File: src/rtl/fetch_pkg.sv
// Shared types and defaults for the instruction-fetch requester.
// Optional performance counters in fetch_requester are enabled with FETCH_PERF_EN.
package fetch_pkg;

    // Byte address fetched first after reset.
    localparam logic [31:0] DEFAULT_RESET_PC = 32'h0000_0000;

    // Issue-to-data latency of the instruction BRAM read port.
    localparam int DEFAULT_MEM_LATENCY = 2;

    // Response buffer entries (power of two, at least latency + 2).
    localparam int DEFAULT_BUF_DEPTH = 4;

    // One stage of the in-flight tracking pipe: a read that has been issued
    // but whose data has not yet appeared on the BRAM read bus.
    typedef struct packed {
        logic        valid;
        logic [31:0] pc;
    } inflight_t;

    // One returned instruction word tagged with the address it came from.
    typedef struct packed {
        logic [31:0] instr;
        logic [31:0] pc;
    } fetch_entry_t;

    // Force a byte address onto a word boundary.
    function automatic logic [31:0] word_align(input logic [31:0] addr);
        return addr & ~32'd3;
    endfunction

    // 32-bit add that sticks at all-ones instead of wrapping.
    function automatic logic [31:0] sat_add(input logic [31:0] a, input logic [31:0] b);
        logic [32:0] sum;
        sum = {1'b0, a} + {1'b0, b};
        return sum[32] ? 32'hFFFF_FFFF : sum[31:0];
    endfunction

endpackage

File: src/rtl/fetch_buffer.sv
// Synchronous FIFO of fetch_entry_t holding returned instruction words until
// decode consumes them. Supports push and pop in the same cycle (count is
// unchanged) and a flush that empties it and overrides any push/pop.
module fetch_buffer
    import fetch_pkg::*;
#(
    parameter int DEPTH = DEFAULT_BUF_DEPTH
) (
    input  logic                     clk,
    input  logic                     rst_n,
    input  logic                     flush,
    input  logic                     push,
    input  fetch_entry_t             push_data,
    input  logic                     pop,
    output fetch_entry_t             head,
    output logic                     empty,
    output logic [$clog2(DEPTH):0]   count
);

    localparam int PW = $clog2(DEPTH);
    localparam int CW = PW + 1;

    fetch_entry_t   mem [DEPTH];
    logic [PW-1:0]  wr_ptr;
    logic [PW-1:0]  rd_ptr;
    logic [CW-1:0]  cnt;
    logic           full;
    logic           do_pop;

    assign full   = (cnt == CW'(DEPTH));
    assign empty  = (cnt == '0);
    assign do_pop = pop && !empty;
    assign head   = mem[rd_ptr];
    assign count  = cnt;

    // Pointer and occupancy bookkeeping; flush and reset both empty the buffer.
    always_ff @(posedge clk) begin
        if (!rst_n || flush) begin
            wr_ptr <= '0;
            rd_ptr <= '0;
            cnt    <= '0;
        end else begin
            if (push) begin
                wr_ptr <= wr_ptr + PW'(1);
            end
            if (do_pop) begin
                rd_ptr <= rd_ptr + PW'(1);
            end
            case ({push, do_pop})
                2'b10:   cnt <= cnt + CW'(1);
                2'b01:   cnt <= cnt - CW'(1);
                default: cnt <= cnt;
            endcase
        end
    end

    // Entry storage; contents need no reset because the count gates validity.
    always_ff @(posedge clk) begin
        if (rst_n && !flush && push) begin
            mem[wr_ptr] <= push_data;
        end
    end

    // The requester only issues reads it has room for, so a push into a full
    // buffer without a matching pop means the credit accounting is broken.
    always_ff @(posedge clk) begin
        if (rst_n && !flush) begin
            assert (!(push && !do_pop && full));
        end
    end

endmodule

File: src/rtl/fetch_requester.sv
// Instruction-fetch initiator for a fixed-latency instruction BRAM.
// Generates sequential word addresses, issues one read per cycle while buffer
// credit remains, tracks reads in flight, captures returned words into a
// small FIFO for decode, and squashes everything on a redirect.
// Define FETCH_PERF_EN to add the perf_stall_cycles / perf_squashed counters.
//
// Decode handshake: instr/instr_pc are meaningful only while instr_valid is
// high. The word is consumed at the rising edge ending a cycle in which
// instr_valid=1 and hazard=0; while hazard=1 the same word stays presented
// unchanged. A redirect in the same cycle discards the presented word instead.
module fetch_requester
    import fetch_pkg::*;
#(
    parameter logic [31:0] RESET_PC    = DEFAULT_RESET_PC,
    parameter int          MEM_LATENCY = DEFAULT_MEM_LATENCY,
    parameter int          BUF_DEPTH   = DEFAULT_BUF_DEPTH
) (
    input  logic        clk,
    input  logic        rst_n,
    output logic        mem_read_en,
    output logic [31:0] mem_addr,
    input  logic [31:0] mem_rdata,
    input  logic        hazard,
    input  logic        redirect_valid,
    input  logic [31:0] redirect_pc,
    output logic        instr_valid,
    output logic [31:0] instr,
    output logic [31:0] instr_pc
`ifdef FETCH_PERF_EN
    ,
    output logic [31:0] perf_stall_cycles,
    output logic [31:0] perf_squashed
`endif
);

    localparam int            CW      = $clog2(BUF_DEPTH) + 1;
    localparam logic [CW:0]   CREDITS = (CW + 1)'(BUF_DEPTH);

    // Configuration sanity: the buffer must absorb a full pipe of responses
    // plus the word being presented, and pointer wrap needs a power of two.
    if (MEM_LATENCY < 1) begin : g_latency_chk
        $error("MEM_LATENCY must be at least 1");
    end
    if (BUF_DEPTH < MEM_LATENCY + 2) begin : g_depth_chk
        $error("BUF_DEPTH must be at least MEM_LATENCY + 2");
    end
    if ((BUF_DEPTH & (BUF_DEPTH - 1)) != 0) begin : g_pow2_chk
        $error("BUF_DEPTH must be a power of two");
    end

    logic [31:0]    pc;
    inflight_t      pipe [MEM_LATENCY];
    logic [CW-1:0]  inflight_count;
    logic [CW-1:0]  fifo_count;
    logic [CW:0]    outstanding;
    logic           issue;
    logic           push;
    logic           pop;
    logic           fifo_empty;
    fetch_entry_t   push_entry;
    fetch_entry_t   head;

    // Count reads still travelling through the BRAM latency pipe.
    always_comb begin
        inflight_count = '0;
        for (int i = 0; i < MEM_LATENCY; i++) begin
            inflight_count = inflight_count + CW'(pipe[i].valid);
        end
    end

    // Issue, capture and consume decisions. A redirect blocks all three so
    // nothing from the old stream can slip past the flush.
    always_comb begin
        outstanding = {1'b0, fifo_count} + {1'b0, inflight_count};
        issue       = rst_n && !redirect_valid && (outstanding < CREDITS);
        push        = pipe[MEM_LATENCY-1].valid && !redirect_valid;
        instr_valid = !fifo_empty;
        pop         = instr_valid && !hazard && !redirect_valid;
        push_entry  = '{instr: mem_rdata, pc: pipe[MEM_LATENCY-1].pc};
        mem_read_en = issue;
        mem_addr    = pc;
        instr       = instr_valid ? head.instr : 32'd0;
        instr_pc    = instr_valid ? head.pc    : 32'd0;
    end

    // Fetch address: restart on reset, jump on redirect, advance one word per issue.
    always_ff @(posedge clk) begin
        if (!rst_n) begin
            pc <= RESET_PC;
        end else if (redirect_valid) begin
            pc <= word_align(redirect_pc);
        end else if (issue) begin
            pc <= pc + 32'd4;
        end
    end

    // In-flight pipe: stage 0 records this cycle's issue, the last stage lines
    // up with the cycle its data is on mem_rdata. Redirect squashes every stage.
    always_ff @(posedge clk) begin
        if (!rst_n || redirect_valid) begin
            for (int i = 0; i < MEM_LATENCY; i++) begin
                pipe[i] <= '0;
            end
        end else begin
            pipe[0] <= '{valid: issue, pc: pc};
            for (int i = 1; i < MEM_LATENCY; i++) begin
                pipe[i] <= pipe[i-1];
            end
        end
    end

    fetch_buffer #(
        .DEPTH (BUF_DEPTH)
    ) u_buffer (
        .clk       (clk),
        .rst_n     (rst_n),
        .flush     (redirect_valid),
        .push      (push),
        .push_data (push_entry),
        .pop       (pop),
        .head      (head),
        .empty     (fifo_empty),
        .count     (fifo_count)
    );

`ifdef FETCH_PERF_EN
    logic [31:0] squash_now;

    // Everything outstanding at a redirect (in the pipe or buffered) is discarded.
    assign squash_now = 32'(outstanding);

    // Saturating stall and squash counters, cleared by reset.
    always_ff @(posedge clk) begin
        if (!rst_n) begin
            perf_stall_cycles <= '0;
            perf_squashed     <= '0;
        end else begin
            if (instr_valid && hazard) begin
                perf_stall_cycles <= sat_add(perf_stall_cycles, 32'd1);
            end
            if (redirect_valid) begin
                perf_squashed <= sat_add(perf_squashed, squash_now);
            end
        end
    end
`endif

endmodule

File: config.mk
export PLATFORM = sky130hd
export DESIGN_NAME = fetch_requester
export DESIGN_NICKNAME = d
export VERILOG_FILES = /design/src/rtl/fetch_pkg.sv /design/src/rtl/fetch_buffer.sv /design/src/rtl/fetch_requester.sv
export SDC_FILE = /design/constraint.sdc
export NUM_CORES = 1
export LEC_CHECK = 0
export BUFFER_PORTS_ARGS = -buffer_cell sky130_fd_sc_hd__buf_4
export CORE_MARGIN = 1
export CORE_UTILIZATION = 40
export CTS_BUF_LIST = sky130_fd_sc_hd__clkbuf_8
export CTS_CLUSTER_SIZE = 14
export DETAILED_ROUTE_END_ITERATION = 12
export HOLD_SLACK_MARGIN = 0.1
export PLACE_DENSITY = 0.63
export SLEW_MARGIN = 20
export SYNTH_ARGS = -nofsm -noshare
export SYNTH_HDL_FRONTEND = slang
export SYNTH_HIERARCHICAL = 1
export SYNTH_SLANG_ARGS = --single-unit
File: constraint.sdc
create_clock -name clk -period 4.61 [get_ports clk]
set_clock_uncertainty 0.2 [all_clocks]
set_input_delay 0.6915 -clock clk [delete_from_list [all_inputs] [get_ports clk]]
set_output_delay 0.6915 -clock clk [all_outputs]
set_load 0.02 [all_outputs]
Word-level counts from Yosys, hierarchy flattened --
Memory sizes are Yosys's and may differ from the RTL's. A register that Yosys moved wholly into a read port is not among the register bits. Index checks and enable logic that the tools add are counted.
Operators by class: $add $sub $neg 7, magnitude comparators 1, equal/unequal tests 2, mux-type cells 14, bitwise gates (word level) 3, reductions and logical operators 16
Operators with widths (count):
- $mux 32 | 4
- $mux 33 | 2
- $add 32x3->32 const B | 1
- $logic_and 1x1->1 | 7
- $pmux 3 s2 | 1
- $mux 1 | 5
- $add 2x1->2 const B | 2
- $add 3x2->4 | 1
- $logic_not 1->1 | 4
- $lt 4x3->1 const B | 1
- $mux 2 | 2
- $reduce_bool 2->1 | 2
- $add 3x1->3 const B | 1
- $logic_not 3->1 | 1
- $sub 3x1->3 const B | 1
- $add 1x1->2 | 1
- $eq 2x1->1 const B | 1
- $eq 2x2->1 const B | 1
- $or 1x1->1 | 2
- $reduce_or 2->1 | 1
- $logic_or 1x1->1 | 1
- $not 1->1 | 1
Storage, ports and cells: register bits after elaboration 39, RAM bits 322, input port bits 68, output and inout port bits 98, logic and storage cells 50, memories 2
Memories:
- u_buffer.mem | depth 4, bits a word 64, read ports 1, clocked after memory_dff 1, write ports 1, RTL line fetch_buffer.sv:23 | fetch_entry_t mem [DEPTH];
- pipe | depth 2, bits a word 33, read ports 2, clocked after memory_dff 0, write ports 2, RTL line fetch_requester.sv:52 | inflight_t pipe [MEM_LATENCY];

Logic depth before layout (Yosys ltp) --
depth after elaboration 7, depth in mapped cells 10, gate-level depth less buffers 9

Hierarchy --
The synthesis kept the hierarchy.
By module, submodules not included:
- fetch_buffer | times used 1, cells each 384, area each 9771.9 um^2, sequential area each 7867.5 um^2
- fetch_requester | times used 1, cells each 421, area each 3870.0 um^2, sequential area each 1841.8 um^2

Worst setup path after synthesis --
No wires, ideal clock.
path type input to register, from input redirect_valid, to memory u_buffer/mem[0][0] in the netlist's numbering, enable pin, setup time 0.429 ns, data arrival time 3.027 ns, required time 3.981 ns, slack 0.954 ns, stages on the path 4, buffers on the path 2, cell sequence clkbuf_1 -> buf_1 -> nor2b_1 -> and3_1
On the way: longest elaborated chain between the ends 5, elaborated cells between the ends (all ways) 6, those cells by class mux (2); reduce/logical (4)
Ends and longest elaborated chain:
- start: declaration | RTL line fetch_requester.sv:24 | input logic redirect_valid,
- $logic_not 1->1 | RTL line fetch_requester.sv:76 | push = pipe[MEM_LATENCY-1].valid && !redirect_valid;
- $logic_and 1x1->1 | RTL line fetch_requester.sv:76
- via push | RTL line fetch_requester.sv:57 | logic push;
- $logic_and 1x1->1 | RTL line fetch_buffer.sv:59 | if (rst_n && !flush && push) begin
- $mux 1 | RTL line fetch_buffer.sv:59
- $mux 1 (implied by the code) | RTL line fetch_buffer.sv:60 | mem[wr_ptr] <= push_data;
- end: declaration | RTL line fetch_buffer.sv:23
The timed path passes the listed nets, and every way through them passes these cells.

==> impl_metrics.yaml <==
floorplan:
  die_x_um: 187
  core_um2: 33500
  die_h_um: 187
  initial_utilization: 0.407
  rows: 67
  die_area_um2: 34800
  io_pins: 166
power:
  clkPwrFrac: 0.416
  power_switching_uw: 1320
  post-layout-total-power_uw: 6350
  p_leak_uw: 0.00625
  power_frac_seq: 0.549
  netSwitchingFraction: 0.208
  p_int_uw: 5030
  powerDensity_nw_per_um2: 378
  irDropWorstVdd_v: 0.000208
  combPwrFrac: 0.035
cts:
  cts_sinks: 357
  cts.path.max_buffers: 3
  htreeDepth: 2
  cts-root-buf: "clkbuf_8"
  numCtsBuffers: 57
  clk_pin_slew_ps: 60
  clk_latency_ps: 570
  post_cts_buffers: 0
  cts_resized: 0
  cts_tree: "done"
synth:
  synthAdderAreaFrac: 0.00789
  synth_edf_count: 256
  synth_top_area_frac: 0.564
  ys.flop_type: "edfxtp_1"
  synth_top_family_by_area: "multiplexers"
  synthTopCellsByCount: "edfxtp_1, dfxtp_1, and3_1, nor2b_1, mux4_2"
  synth.distinct_cells: 55
  seq_area_frac_synth: 0.712
  synth_seq_cells: 357
  netlist_instances: 805
  postSynth.asyncResetShare: 0
  syn_avg_cell_area_um2: 16.9
  synthSimpleGateAreaFrac: 0.0961
  yosys_warnings: 6
  synth_area_leader_cell: "edfxtp_1"
  synth_compound_area_frac: 0.0329
  synth_xor_area_frac: 0.0161
  synth_most_common_cell: "edfxtp_1"
  syn_area_um2: 13600
  yosys-top-cells-area: "edfxtp_1, dfxtp_1, mux4_2"
  synthMuxAreaShare: 0.109
worst_setup_path:
  crit_path_max_incr_delay_ps: 740
  worstRegToRegCells: 9
  r2r_end: "u_buffer/count[2]"
  critPathTopFamily: "flip-flops"
  cp.required_ps: 3720
  cp_num_buf_inv: 2
  startpoint_type: "flop"
  critPathArrivalTime_ps: 2640
  endpoint_kind: "primary output"
  cpMaxStageDelayCell: "dfxtp_4"
  path_common_cell: "buf_4"
  rrSetupSlack_ps: 1720
  path_class: "reg -> out"
  crit_chain: "buf_4 > mux4_2 > nor2b_1 > buf_4"
  critPathMaxFanout: 29
  r2r-start: "u_buffer/count[1]"
sta:
  rsz0062_at_grt: "false"
  hold_violations: 0
  finalSetupTns_ps: 0
  fin_ws_ps: 1080
  period_minus_slack_ps: 3530
  max_slew_margin: 0.305
  drv_slew: 0
  max_freq_mhz: 284
  worst_pin_slew_ps: 1040
  setup_viol: 0
  fin_crit_sh: 0.765
  holdWs_ps: 184
routing:
  routedWlPerCell_um: 17.8
  avgViaCountPerCell: 4.91
  drtIter0Drc: 378
  antenna_left: 0
  vias: 7485
  drt_pass1_iterations: 4
  wl_um: 27100
  drc: 0
place:
  port_buffers: 161
  place_ws_ps: 1560
  postPlaceCellArea_um2: 15300
  gp_congestion: 0.808
  post-dp-hpwl_um: 15700
run:
  maxCapViolCount: 0
final_layout:
  layout-drive-gt1-share: 0.305
  stdcell_area_um2: 16800
  syn_to_final_growth_pct: 23.0
  diodes: 0
  fin_nets: 1105
min_path:
  worst_hold_path.endpoint: "mem_addr[2]"
  hp-class: "in -> reg"
  min_from: "redirect_pc[2]"
  whs_path_depth: 3
global_routing:
  grtUsageTotal: 0.158
  grt_pass1_wl_um: 43200
  antenna_found_initial: 0
  grt_pass1_vias: 7762
  grt-ovfl-total: 0
  grt_max_degree: 70
outcome:
  status: "completed"
==> worst min-delay path, delay by kind of cell <==
kind          cells  cell delay (ps)
buf+inv           1               90
mux               1               60
simple gates      1               70
==> stage by stage <==
| step | utilization | instances |
|---|---|---|
| finish | 0.500 | 1525 |
| global route | 0.500 | 1525 |
| CTS | 0.500 | 1525 |
| detailed placement | 0.457 | 1386 |
| global placement | 0.457 | 1386 |
| floorplan | - | 814 |
==> state kept, by name, summed over array words and instances, names as in the netlist, named ones only <==
signal and flops:
mem_addr 30, pipe 62, u_buffer/count 3, u_buffer/mem 256, u_buffer/rd_ptr 2, u_buffer/wr_ptr 2
==> how the worst max path moves through the flow <==
| stage | end | depth (start not counted) |
|---|---|---|
| finish | instr_pc[24] | 4 |
| global route | instr_pc[31] | 4 |
| CTS | instr_pc[25] | 4 |
| detailed placement | instr_pc[25] | 4 |
| global placement | instr_pc[24] | 4 |
| floorplan | u_buffer/mem[0][0] | 4 |
==> layout by cell type, fill, tap and decap left out, types with 3 or more instances in the layout <==
cell type        n
o22ai_1          4
and3_4           4
ha_1             7
o21a_1           3
mux4_2          60
o21ai_0         26
buf_12           4
nand2_1         17
nor3b_1          4
mux4_1           4
dlygate4sd3_1   32
edfxtp_1       256
a211o_1          3
nor2b_1         67
clkbuf_8        66
dfxtp_1         99
mux2i_1          3
and4_1           3
clkinv_2         5
a21oi_1         25
inv_1           37
conb_1          10
xor2_1          20
nor2_1          13
clkinv_1         7
buf_4          168
nand4_1         17
or3_1            3
bufinv_16        3
nand3_1          4
and3_1          63
xnor2_1          5
==> power by group through the flow <==
stage / Sequential (uW) / Clock (uW) / Combinational [uW]
floorplan: 3560 / 0 / 77.4
global placement: 3550 / 0 / 200
detailed placement: 3550 / 0 / 204
CTS: 3480 / 2730 / 227
global route: 3490 / 2880 / 246
finish: 3490 / 2640 / 225
==> routing by layer <==
layer  vias to the layer above  GRT usage  routed length (um)
li1                       3550          -                   -
met4                         0     0.0498                 543
met1                      3618      0.217               12300
met5                         -          0                   0
met2                       265      0.251               12500
met3                        52     0.0355                1700
==> timing repair <==
action	CTS	global route
setup endpoints to repair	0	0
hold buffers	32	0
endpoints found under the hold margin	128	0
==> cells by family (layout without fill, tap and decap cells) <==
| kind of cell | after synthesis | count (layout) |
|---|---|---|
| AO/OA/AOI/OAI | 74 | 74 |
| flip-flops | 357 | 357 |
| other | 1 | 10 |
| multiplexers | 67 | 67 |
| AND/OR/NAND/NOR | 211 | 211 |
| adder cells (fa/ha/maj) | 8 | 8 |
| buffers and inverters | 62 | 325 |
| XOR/XNOR | 25 | 25 |
==> area by class of cell <==
cell class	instances	area, um^2
clock inverters	41	243
flip-flops and latches	357	9720
well taps	448	561
clock buffers	66	908
repair buffers	204	1660
inverters	14	52.6
fillers	2909	16800
multi-input cells	395	3640
No activity file was read; power rests on OpenSTA's default activity.
